==> src/rtl/data_port_arbiter_pkg.sv <==
// Shared definitions for the main-memory data port arbiter.
//   REQ_CPU / REQ_DMA : owner encodings carried through the read tag pipeline
//   DEF_ADDR_W/DEF_DATA_W : default data-port address and data widths
//   WAIT_W            : width of the DMA starvation counter
//   rd_tag_t          : one in-flight read tag {valid, owner}
package data_port_arbiter_pkg;

  localparam logic REQ_CPU = 1'b0;
  localparam logic REQ_DMA = 1'b1;

  localparam int unsigned DEF_ADDR_W = 14;
  localparam int unsigned DEF_DATA_W = 16;
  localparam int unsigned WAIT_W     = 4;

  typedef struct packed {
    logic valid;
    logic owner;
  } rd_tag_t;

endpackage

==> src/rtl/data_port_arbiter_rd_tag_pipe.sv <==
// Read tag pipeline: a DEPTH-deep shift register of {valid, owner} tags that
// follows each granted read through the RAM's fixed read latency.
//   clk, reset           : system clock, asynchronous active-high reset
//   in_valid, in_owner   : tag loaded into stage 0 every cycle
//   out_valid, out_owner : tag at the last stage (DEPTH cycles after loading)
module data_port_arbiter_rd_tag_pipe
  import data_port_arbiter_pkg::*;
#(
  parameter int unsigned DEPTH = 1
) (
  input  logic clk,
  input  logic reset,
  input  logic in_valid,
  input  logic in_owner,
  output logic out_valid,
  output logic out_owner
);

  rd_tag_t               tag_in;
  rd_tag_t [DEPTH-1:0]   stage_q;

  assign tag_in = '{valid: in_valid, owner: in_owner};

  if (DEPTH == 1) begin : g_single
    always_ff @(posedge clk or posedge reset) begin
      if (reset) begin
        stage_q <= '0;
      end else begin
        stage_q <= tag_in;
      end
    end
  end else begin : g_shift
    always_ff @(posedge clk or posedge reset) begin
      if (reset) begin
        stage_q <= '0;
      end else begin
        stage_q <= {stage_q[DEPTH-2:0], tag_in};
      end
    end
  end

  assign out_valid = stage_q[DEPTH-1].valid;
  assign out_owner = stage_q[DEPTH-1].owner;

endmodule

==> src/rtl/data_port_arbiter.sv <==
// Main-memory data port arbiter between the CPU memory controller and the
// DMA / draw-list fetch engine.
//   clk, reset                    : system clock, async active-high reset
//   cpu_req/we/addr/wdata -> gnt  : CPU request, granted combinationally
//   cpu_rvalid, cpu_rdata         : CPU read return
//   dma_req/we/addr/wdata -> gnt  : DMA request, granted combinationally
//   dma_rvalid, dma_rdata         : DMA read return
//   mem_addr/we/wdata, mem_rdata  : RAM data port (rdata RD_LAT cycles later)
// The CPU has fixed priority; after MAX_WAIT consecutive denied cycles the DMA
// is forced through for one grant.
module data_port_arbiter
  import data_port_arbiter_pkg::*;
#(
  parameter int unsigned ADDR_W   = DEF_ADDR_W,
  parameter int unsigned DATA_W   = DEF_DATA_W,
  parameter int unsigned RD_LAT   = 1,
  parameter int unsigned MAX_WAIT = 4
) (
  input  logic              clk,
  input  logic              reset,
  input  logic              cpu_req,
  input  logic              cpu_we,
  input  logic [ADDR_W-1:0] cpu_addr,
  input  logic [DATA_W-1:0] cpu_wdata,
  output logic              cpu_gnt,
  output logic              cpu_rvalid,
  output logic [DATA_W-1:0] cpu_rdata,
  input  logic              dma_req,
  input  logic              dma_we,
  input  logic [ADDR_W-1:0] dma_addr,
  input  logic [DATA_W-1:0] dma_wdata,
  output logic              dma_gnt,
  output logic              dma_rvalid,
  output logic [DATA_W-1:0] dma_rdata,
  output logic [ADDR_W-1:0] mem_addr,
  output logic              mem_we,
  output logic [DATA_W-1:0] mem_wdata,
  input  logic [DATA_W-1:0] mem_rdata
);

  localparam logic [WAIT_W-1:0] MaxWaitC = WAIT_W'(MAX_WAIT);

  logic [WAIT_W-1:0] wait_cnt_q, wait_cnt_d;
  logic              force_dma;
  logic              rd_issue;
  logic              rd_owner;
  logic              ret_valid;
  logic              ret_owner;
  logic [DATA_W-1:0] cpu_rdata_q, dma_rdata_q;

  // Grant and memory-side steering. Grants are masked during reset so the
  // port is quiet while reset is held.
  always_comb begin
    force_dma = (wait_cnt_q == MaxWaitC);
    cpu_gnt   = cpu_req & ~force_dma & ~reset;
    dma_gnt   = dma_req & (~cpu_req | force_dma) & ~reset;
    mem_we    = 1'b0;
    mem_addr  = '0;
    mem_wdata = '0;
    rd_issue  = 1'b0;
    rd_owner  = REQ_CPU;
    if (cpu_gnt) begin
      mem_we    = cpu_we;
      mem_addr  = cpu_addr;
      mem_wdata = cpu_wdata;
      rd_issue  = ~cpu_we;
      rd_owner  = REQ_CPU;
    end else if (dma_gnt) begin
      mem_we    = dma_we;
      mem_addr  = dma_addr;
      mem_wdata = dma_wdata;
      rd_issue  = ~dma_we;
      rd_owner  = REQ_DMA;
    end
  end

  // Counts consecutive denied DMA cycles, saturating at MAX_WAIT.
  always_comb begin
    wait_cnt_d = '0;
    if (dma_req && !dma_gnt) begin
      wait_cnt_d = (wait_cnt_q == MaxWaitC) ? wait_cnt_q : wait_cnt_q + 1'b1;
    end
  end

  always_ff @(posedge clk or posedge reset) begin
    if (reset) begin
      wait_cnt_q <= '0;
    end else begin
      wait_cnt_q <= wait_cnt_d;
    end
  end

  data_port_arbiter_rd_tag_pipe #(
    .DEPTH (RD_LAT)
  ) u_rd_tag_pipe (
    .clk       (clk),
    .reset     (reset),
    .in_valid  (rd_issue),
    .in_owner  (rd_owner),
    .out_valid (ret_valid),
    .out_owner (ret_owner)
  );

  assign cpu_rvalid = ret_valid & (ret_owner == REQ_CPU);
  assign dma_rvalid = ret_valid & (ret_owner == REQ_DMA);

  // RAM data is only valid in the return cycle, so it is passed straight
  // through then and captured for the owner to hold until its next read.
  assign cpu_rdata = cpu_rvalid ? mem_rdata : cpu_rdata_q;
  assign dma_rdata = dma_rvalid ? mem_rdata : dma_rdata_q;

  always_ff @(posedge clk or posedge reset) begin
    if (reset) begin
      cpu_rdata_q <= '0;
      dma_rdata_q <= '0;
    end else begin
      if (cpu_rvalid) cpu_rdata_q <= mem_rdata;
      if (dma_rvalid) dma_rdata_q <= mem_rdata;
    end
  end

endmodule

==> config.mk <==
export PLATFORM = sky130hd
export DESIGN_NAME = data_port_arbiter
export DESIGN_NICKNAME = d
export VERILOG_FILES = /design/src/rtl/data_port_arbiter_pkg.sv /design/src/rtl/data_port_arbiter_rd_tag_pipe.sv /design/src/rtl/data_port_arbiter.sv
export SDC_FILE = /design/constraint.sdc
export NUM_CORES = 1
export LEC_CHECK = 0
export CAP_MARGIN = 20
export CORE_MARGIN = 3
export CORE_UTILIZATION = 31
export CTS_CLUSTER_SIZE = 10
export DETAILED_ROUTE_END_ITERATION = 6
export GPL_ROUTABILITY_DRIVEN = 0
export GPL_TIMING_DRIVEN = 0
export PLACE_DENSITY = 0.74
export SYNTH_ARGS = -nofsm -noshare
export SYNTH_HDL_FRONTEND = slang
export SYNTH_SLANG_ARGS = --single-unit
==> constraint.sdc <==
create_clock -name clk -period 2.4 [get_ports clk]
set_input_delay 0.48 -clock clk [delete_from_list [all_inputs] [get_ports clk]]
set_output_delay 0.48 -clock clk [all_outputs]
set_load 0.01 [all_outputs]
# [Word level (Yosys, flattened, before mapping)]
# Index checks and enable logic that the tools add are counted.
[word_totals] wordCells=37 out_inout_bits=67 input_bits=82 ff_bits=38
[classes] addsub=1 bitwise=13 n_reduce_logical=2 muxes=14 n_eq_ne=2
[ops] cell="16-bit 2-to-1 mux" count=4
[ops] cell="14-bit 2-to-1 mux" count=2
[ops] cell="4-bit 2-to-1 mux" count=2
[ops] cell="1-bit AND" count=6
[ops] cell="1-bit 2-to-1 mux" count=6
[ops] cell="1-bit NOT" count=6
[ops] cell="4-bit by 1-bit adder with 4-bit output, second input constant" count=1
[ops] cell="4-bit by 3-bit == test with 1-bit output, second input constant" count=1
[ops] cell="2-bit inequality test, second input constant" count=1
[ops] cell="1-bit logical AND" count=1
[ops] cell="1-bit zero test" count=1
[ops] cell="1-bit bitwise OR" count=1

# [Depth between registers and ports, before layout]
[depth] ltp_word=7 ltp_mapped=7 depth_no_buf=5

# [Hierarchy]
# From an unflattened synthesis, not the netlist that was laid out.
[hier_totals] hier_cells=141 hier_area_um2=1884.3
[modules_own_cells] mod="data_port_arbiter" instances=1 seq_area_each_um2=900.9 area_per_inst_um2=1830.5 cells_per_inst=138
[modules_own_cells] mod="data_port_arbiter_rd_tag_pipe" instances=1 seq_area_each_um2=50.0 area_per_inst_um2=53.8 cells_per_inst=3

# [Worst setup path before layout]
# OpenSTA, ideal clock, no wires.
[synth_timing] kind="register -> output" startpoint="register wait_cnt_q[0]" endpoint="output port mem_addr[10]" slack_ps=374 path_buffers=2 arrival_time_ps=1546 t_required_ps=1920 stages_incl_launch_ff=8 cell_sequence="dfrtp_1 -> inv_1 -> ha_1 -> and3b_2 -> buf_2 -> nor2_2 -> buf_2 -> a22o_1"
[synth_between] elab_chain_cells=6 elab_cells_between_ends=9 classes_between="1 x eq/ne; 2 x mux; 6 x bitwise"
[synth_rtl] element="start: declaration" line="data_port_arbiter.sv:43" rtl="logic [WAIT_W-1:0] wait_cnt_q, wait_cnt_d;"
[synth_rtl] element="start signal: assignment" line="data_port_arbiter.sv:89" rtl="wait_cnt_q <= wait_cnt_d;"
[synth_rtl] element="4-bit by 3-bit == test with 1-bit output *" line="data_port_arbiter.sv:54" rtl="force_dma = (wait_cnt_q == MaxWaitC);"
[synth_rtl] element="1-bit bitwise OR" line="data_port_arbiter.sv:56" rtl="dma_gnt = dma_req & (~cpu_req | force_dma) & ~reset;"
[synth_rtl] element="1-bit AND (2 in series)" line="data_port_arbiter.sv:56"
[synth_rtl] element="14-bit 2-to-1 mux" line="data_port_arbiter.sv:68" rtl="end else if (dma_gnt) begin"
[synth_rtl] element="14-bit 2-to-1 mux *" line="data_port_arbiter.sv:62" rtl="if (cpu_gnt) begin"
[synth_rtl] element="end: declaration" line="data_port_arbiter.sv:35" rtl="output logic [ADDR_W-1:0] mem_addr,"
# Mark *: on every way between the ends. The rest lies on a longest branch, timed or not.

# [Worst setup path after layout]
[layout_timing] startpoint="register wait_cnt_q[1]" endpoint="output port mem_wdata[13]"
[layout_between] elab_chain_cells=6 elab_cells_between_ends=9 classes_between="1 x eq/ne; 2 x mux; 6 x bitwise"
[layout_rtl] element="4-bit by 3-bit == test with 1-bit output *" line="data_port_arbiter.sv:54"
[layout_rtl] element="1-bit bitwise OR" line="data_port_arbiter.sv:56"
[layout_rtl] element="1-bit AND (2 in series)" line="data_port_arbiter.sv:56"
[layout_rtl] element="16-bit 2-to-1 mux" line="data_port_arbiter.sv:68"
[layout_rtl] element="16-bit 2-to-1 mux *" line="data_port_arbiter.sv:62"
[layout_rtl] element="end: declaration" line="data_port_arbiter.sv:37" rtl="output logic [DATA_W-1:0] mem_wdata,"
# Marks and branches as above.

==> run summary <==
The power density over the cells is approximately 580 nW/µm². Row generation in the floorplan step produced 27 rows. The number of flops mapped to enable cells by yosys is 0.

The net switching power of the design is 600 µW. The async set-reset flop share out of synthesis is 100%. The switching power share of the total came out at 27.2%. The number of nets in the layout is 408. STA classifies the critical path endpoint as an output port.

The initial antenna violation count is 0. The average cell area after synthesis came out at 13.4 µm². The part of the total power dissipated in combinational logic is a little over two fifths.

The top-level port count is 149. The count of pins over their slew limit is 0. The total power consumption of the routed design is 2210 µW. The clock slew at the register clock pins of the worst setup and hold paths came out at about 0.07 ns. TritonCTS built the clock tree.

The first-iteration detailed-routing DRC count is 40. During synthesis, Yosys emitted a total of 0 warnings. The routed via count came out at 1853. The worst-case clock skew came out at 0.00313 ns. Max-cap violations in this run came to 0. At the pin with the least slew margin, the transition time is 0.744 ns. The maximum fanout along the worst path came out at 7. The core region is 5680 µm². The cell at the root of the clock tree is sky130_fd_sc_hd__clkbuf_8. The antenna diode count came out at 0.

After detailed routing, the total wire length is approximately 7000 µm. The clock net sink count is 38. The tightest min-delay check is of the flop to flop type. The arrival time of the worst setup path came out at 1.96 ns.

The final instance count without filler cells came out at 397. The number of library cell types mapped by synthesis is 24. The area of combinational cells with multiple inputs came out at 888 µm². The internal portion of total power came out at 1610 µW. The starting utilization of the core area came out at 33.1%.

The worst hold slack came out at 0.494 ns. The fraction of layout instances using a drive strength above 1 is 39.4%. The number of nets still failing antenna checks after routing is 0. Counting every net in the synthesized netlist gives approximately 220. The mapped cell area is roughly 1900 µm².

The leakage component of the power came out at 0.00188 µW. The highest clock frequency the design can meet is 410 MHz. The share of total power in sequential cells is 37.4%.

Across the whole layout, storage elements account for 951 µm². The flow ran to the end, but the final reports show violations. From synthesis to final layout, the design area changed by 103%. For this run, design rule violations remaining after detail routing come to 0. In the routed layout, each cell is associated on average with a via count of 4.67. The total global-route track usage is 19.0%. The setup path with the least slack is of type flop to output port. The first global-routing pass estimated around 11000 µm of wire. The detailed placer's ending HPWL came out at 5100 µm. The leftover overflow at the end of global routing came out at 0. The synthesized netlist cell count is 140. The floorplan step set the die height to 83.9 µm. The die span in x is 83.9 µm. Once routing completed, OpenROAD measured the worst setup slack at -0.0373 ns.

The final reports fail on setup timing. The shortest clock period the worst path allows after layout is approximately 2.4 ns. The most used flip-flop cell after synthesis is sky130_fd_sc_hd__dfrtp_1.

The clock passes through at most 2 buffers. The share of the cycle needed by the critical path after routing came out at 102%. The maximum number of pins on one net before global-route repair is 39. The final routed wire length divided by cell count came out at 17.5 µm. The later-pin clock latency in the skew report came out at 0.28 ns. For this run, the register share of the synthesized area comes to approximately half. The number of inserted filler cells in the final layout came out at 479. The critical path data required time came out at around 1.9 ns. The number of placed instances, taps included, is 360. The TritonCTS buffer count came out at 5.

The number of hold-slack violations in the final timing report is 0. STA classifies the critical path startpoint as a flop. The number of levels in the clock H-tree came out at 2.

The flop and latch count out of synthesis came out at 38. The total of buffers placed on input and output ports is 148. Setup repair after global routing could not meet its margin everywhere.

The relative contribution of the clock network to total power came out at 19.5%. The first-pass iteration count of the detailed router came out at 4. Sorting the synthesized cells by area gives the leading types as sky130_fd_sc_hd__dfrtp_1, sky130_fd_sc_hd__mux2_2, sky130_fd_sc_hd__a22o_1. The worst-case vdd ir drop is 0.000412 V. The number of failing setup endpoints in the final timing report came out at 4. The worst pin sits at a relative slew slack of 50.3%.

The via count of the first global-routing pass is between 1500 and 2000. The area share of the leading cell type in the synthesized netlist came out at roughly half. The largest total area in the synthesized netlist belongs to sky130_fd_sc_hd__dfrtp_1. The area of the die is 7040 µm².
## synthesized netlist by cell type (2+ instances only)
master,count
sky130_fd_sc_hd__dfrtp_1,38
sky130_fd_sc_hd__mux2_2,32
sky130_fd_sc_hd__a22o_1,24
sky130_fd_sc_hd__a22o_2,7
sky130_fd_sc_hd__inv_1,6
sky130_fd_sc_hd__buf_2,5
sky130_fd_sc_hd__nor3_1,4
sky130_fd_sc_hd__buf_6,3
sky130_fd_sc_hd__a211oi_1,2
sky130_fd_sc_hd__buf_4,2
sky130_fd_sc_hd__ha_1,2
sky130_fd_sc_hd__mux2i_1,2
sky130_fd_sc_hd__xnor2_1,2
## layout by cell type (no fill, tap or decap), types with 2 or more instances in the layout
cell	instances
sky130_fd_sc_hd__clkbuf_8	6
sky130_fd_sc_hd__dlymetal6s2s_1	13
sky130_fd_sc_hd__a22o_1	24
sky130_fd_sc_hd__inv_2	4
sky130_fd_sc_hd__mux2i_1	2
sky130_fd_sc_hd__clkdlybuf4s50_1	98
sky130_fd_sc_hd__dfrtp_1	38
sky130_fd_sc_hd__inv_1	2
sky130_fd_sc_hd__dlygate4sd2_1	5
sky130_fd_sc_hd__nor3_1	4
sky130_fd_sc_hd__a22o_4	3
sky130_fd_sc_hd__buf_8	3
sky130_fd_sc_hd__buf_6	24
sky130_fd_sc_hd__xnor2_1	2
sky130_fd_sc_hd__a22o_2	4
sky130_fd_sc_hd__a211oi_1	2
sky130_fd_sc_hd__buf_4	18
sky130_fd_sc_hd__mux2_2	32
sky130_fd_sc_hd__buf_2	24
## logic make-up after synthesis
| logic type | after synthesis | share of synthesized area, % |
|---|---|---|
| AO/OA/AOI/OAI | 36 | 17.5 |
| adder cells (fa/ha/maj) | 2 | 1.33 |
| flip-flops | 38 | 50.6 |
| AND/OR/NAND/NOR | 12 | 4.32 |
| buffers and inverters | 16 | 5.12 |
| multiplexers | 34 | 20.2 |
| XOR/XNOR | 2 | 0.932 |
## routing by layer
layer | track usage [%] | share of wire [%] | vias up
met5 | 0 | 0 | -
li1 | - | - | 888
met3 | 3.65 | 3.7 | 4
met1 | 23.9 | 40 | 913
met2 | 34.3 | 56 | 48
met4 | 2.78 | 0.48 | 0
## path summary, 6_finish.rpt
path                                 startpoint                       to  slack [ns]  cells after the start
worst max-delay path              wait_cnt_q[1]            mem_wdata[13]       -0.04                      9
worst min-delay path            cpu_rdata_q[14]          cpu_rdata_q[14]        0.49                      1
worst max register to register    wait_cnt_q[0]  u_rd_tag_pipe.out_valid        0.93                      7
worst min register to register  cpu_rdata_q[14]          cpu_rdata_q[14]        0.49                      1
max in group asynchronous                 reset           dma_rdata_q[5]        1.35                      2
min in group asynchronous                 reset          cpu_rdata_q[13]        0.58                      2
## critical path, cell delays in order, from the launching register on
cell and delay (ns):
sky130_fd_sc_hd__dfrtp_1 0.37, sky130_fd_sc_hd__inv_2 0.06, sky130_fd_sc_hd__ha_4 0.17, sky130_fd_sc_hd__and3b_2 0.24
sky130_fd_sc_hd__nor2_4 0.24, sky130_fd_sc_hd__buf_6 0.16, sky130_fd_sc_hd__buf_6 0.10, sky130_fd_sc_hd__buf_6 0.08
sky130_fd_sc_hd__a22o_1 0.13, sky130_fd_sc_hd__buf_2 0.13
## what timing repair did
item	in CTS	in global routing
pin swaps	4	18
setup buffers	28	5
hold buffers	0	0
cloned	4	0
resized for setup	148	50
endpoints found under the setup margin	51	52
## power by group through the flow
| stage | Combinational [µW] | Sequential [µW] | Clock [µW] |
|---|---|---|---|
| 6_report | 953 | 826 | 431 |
| 5_1_grt | 1020 | 841 | 483 |
| 4_1_cts | 960 | 827 | 452 |
| 3_5_place_dp | 926 | 841 | 0 |
| 3_3_place_gp | 914 | 831 | 0 |
| 2_1_floorplan | 379 | 825 | 0 |
## flip-flops by register name, summed over array words and instances (netlist names)
signal and cells:
dma_rdata_q 16, cpu_rdata_q 16, wait_cnt_q 4, u_rd_tag_pipe.out_valid 1, u_rd_tag_pipe.out_owner 1
## cell type report
class	instances	share of cell area [%]
Buffer	6	1.87
Clock buffer	7	2.26
Clock inverter	1	0.131
Inverter	6	0.590
Multi-Input combinational cell	86	23.3
Sequential cell	38	24.9
Tap cell	72	2.36
Timing Repair Buffer	181	44.6
## through the flow
step / cell area, µm² / util (%) / TNS, ns / setup WS, ns
2_1_floorplan: 1880 / - / 0 / 0.374
3_3_place_gp: 3450 / 60.8 / -12.85 / -0.468
3_5_place_dp: 3450 / 60.8 / -13.76 / -0.491
5_1_grt: 3820 / 67.2 / -1.41 / -0.135
6_report: 3820 / 67.2 / -0.0981 / -0.0373
4_1_cts: 3720 / 65.5 / -0.121 / -0.0674
No activity file was read; power rests on OpenSTA's default activity.
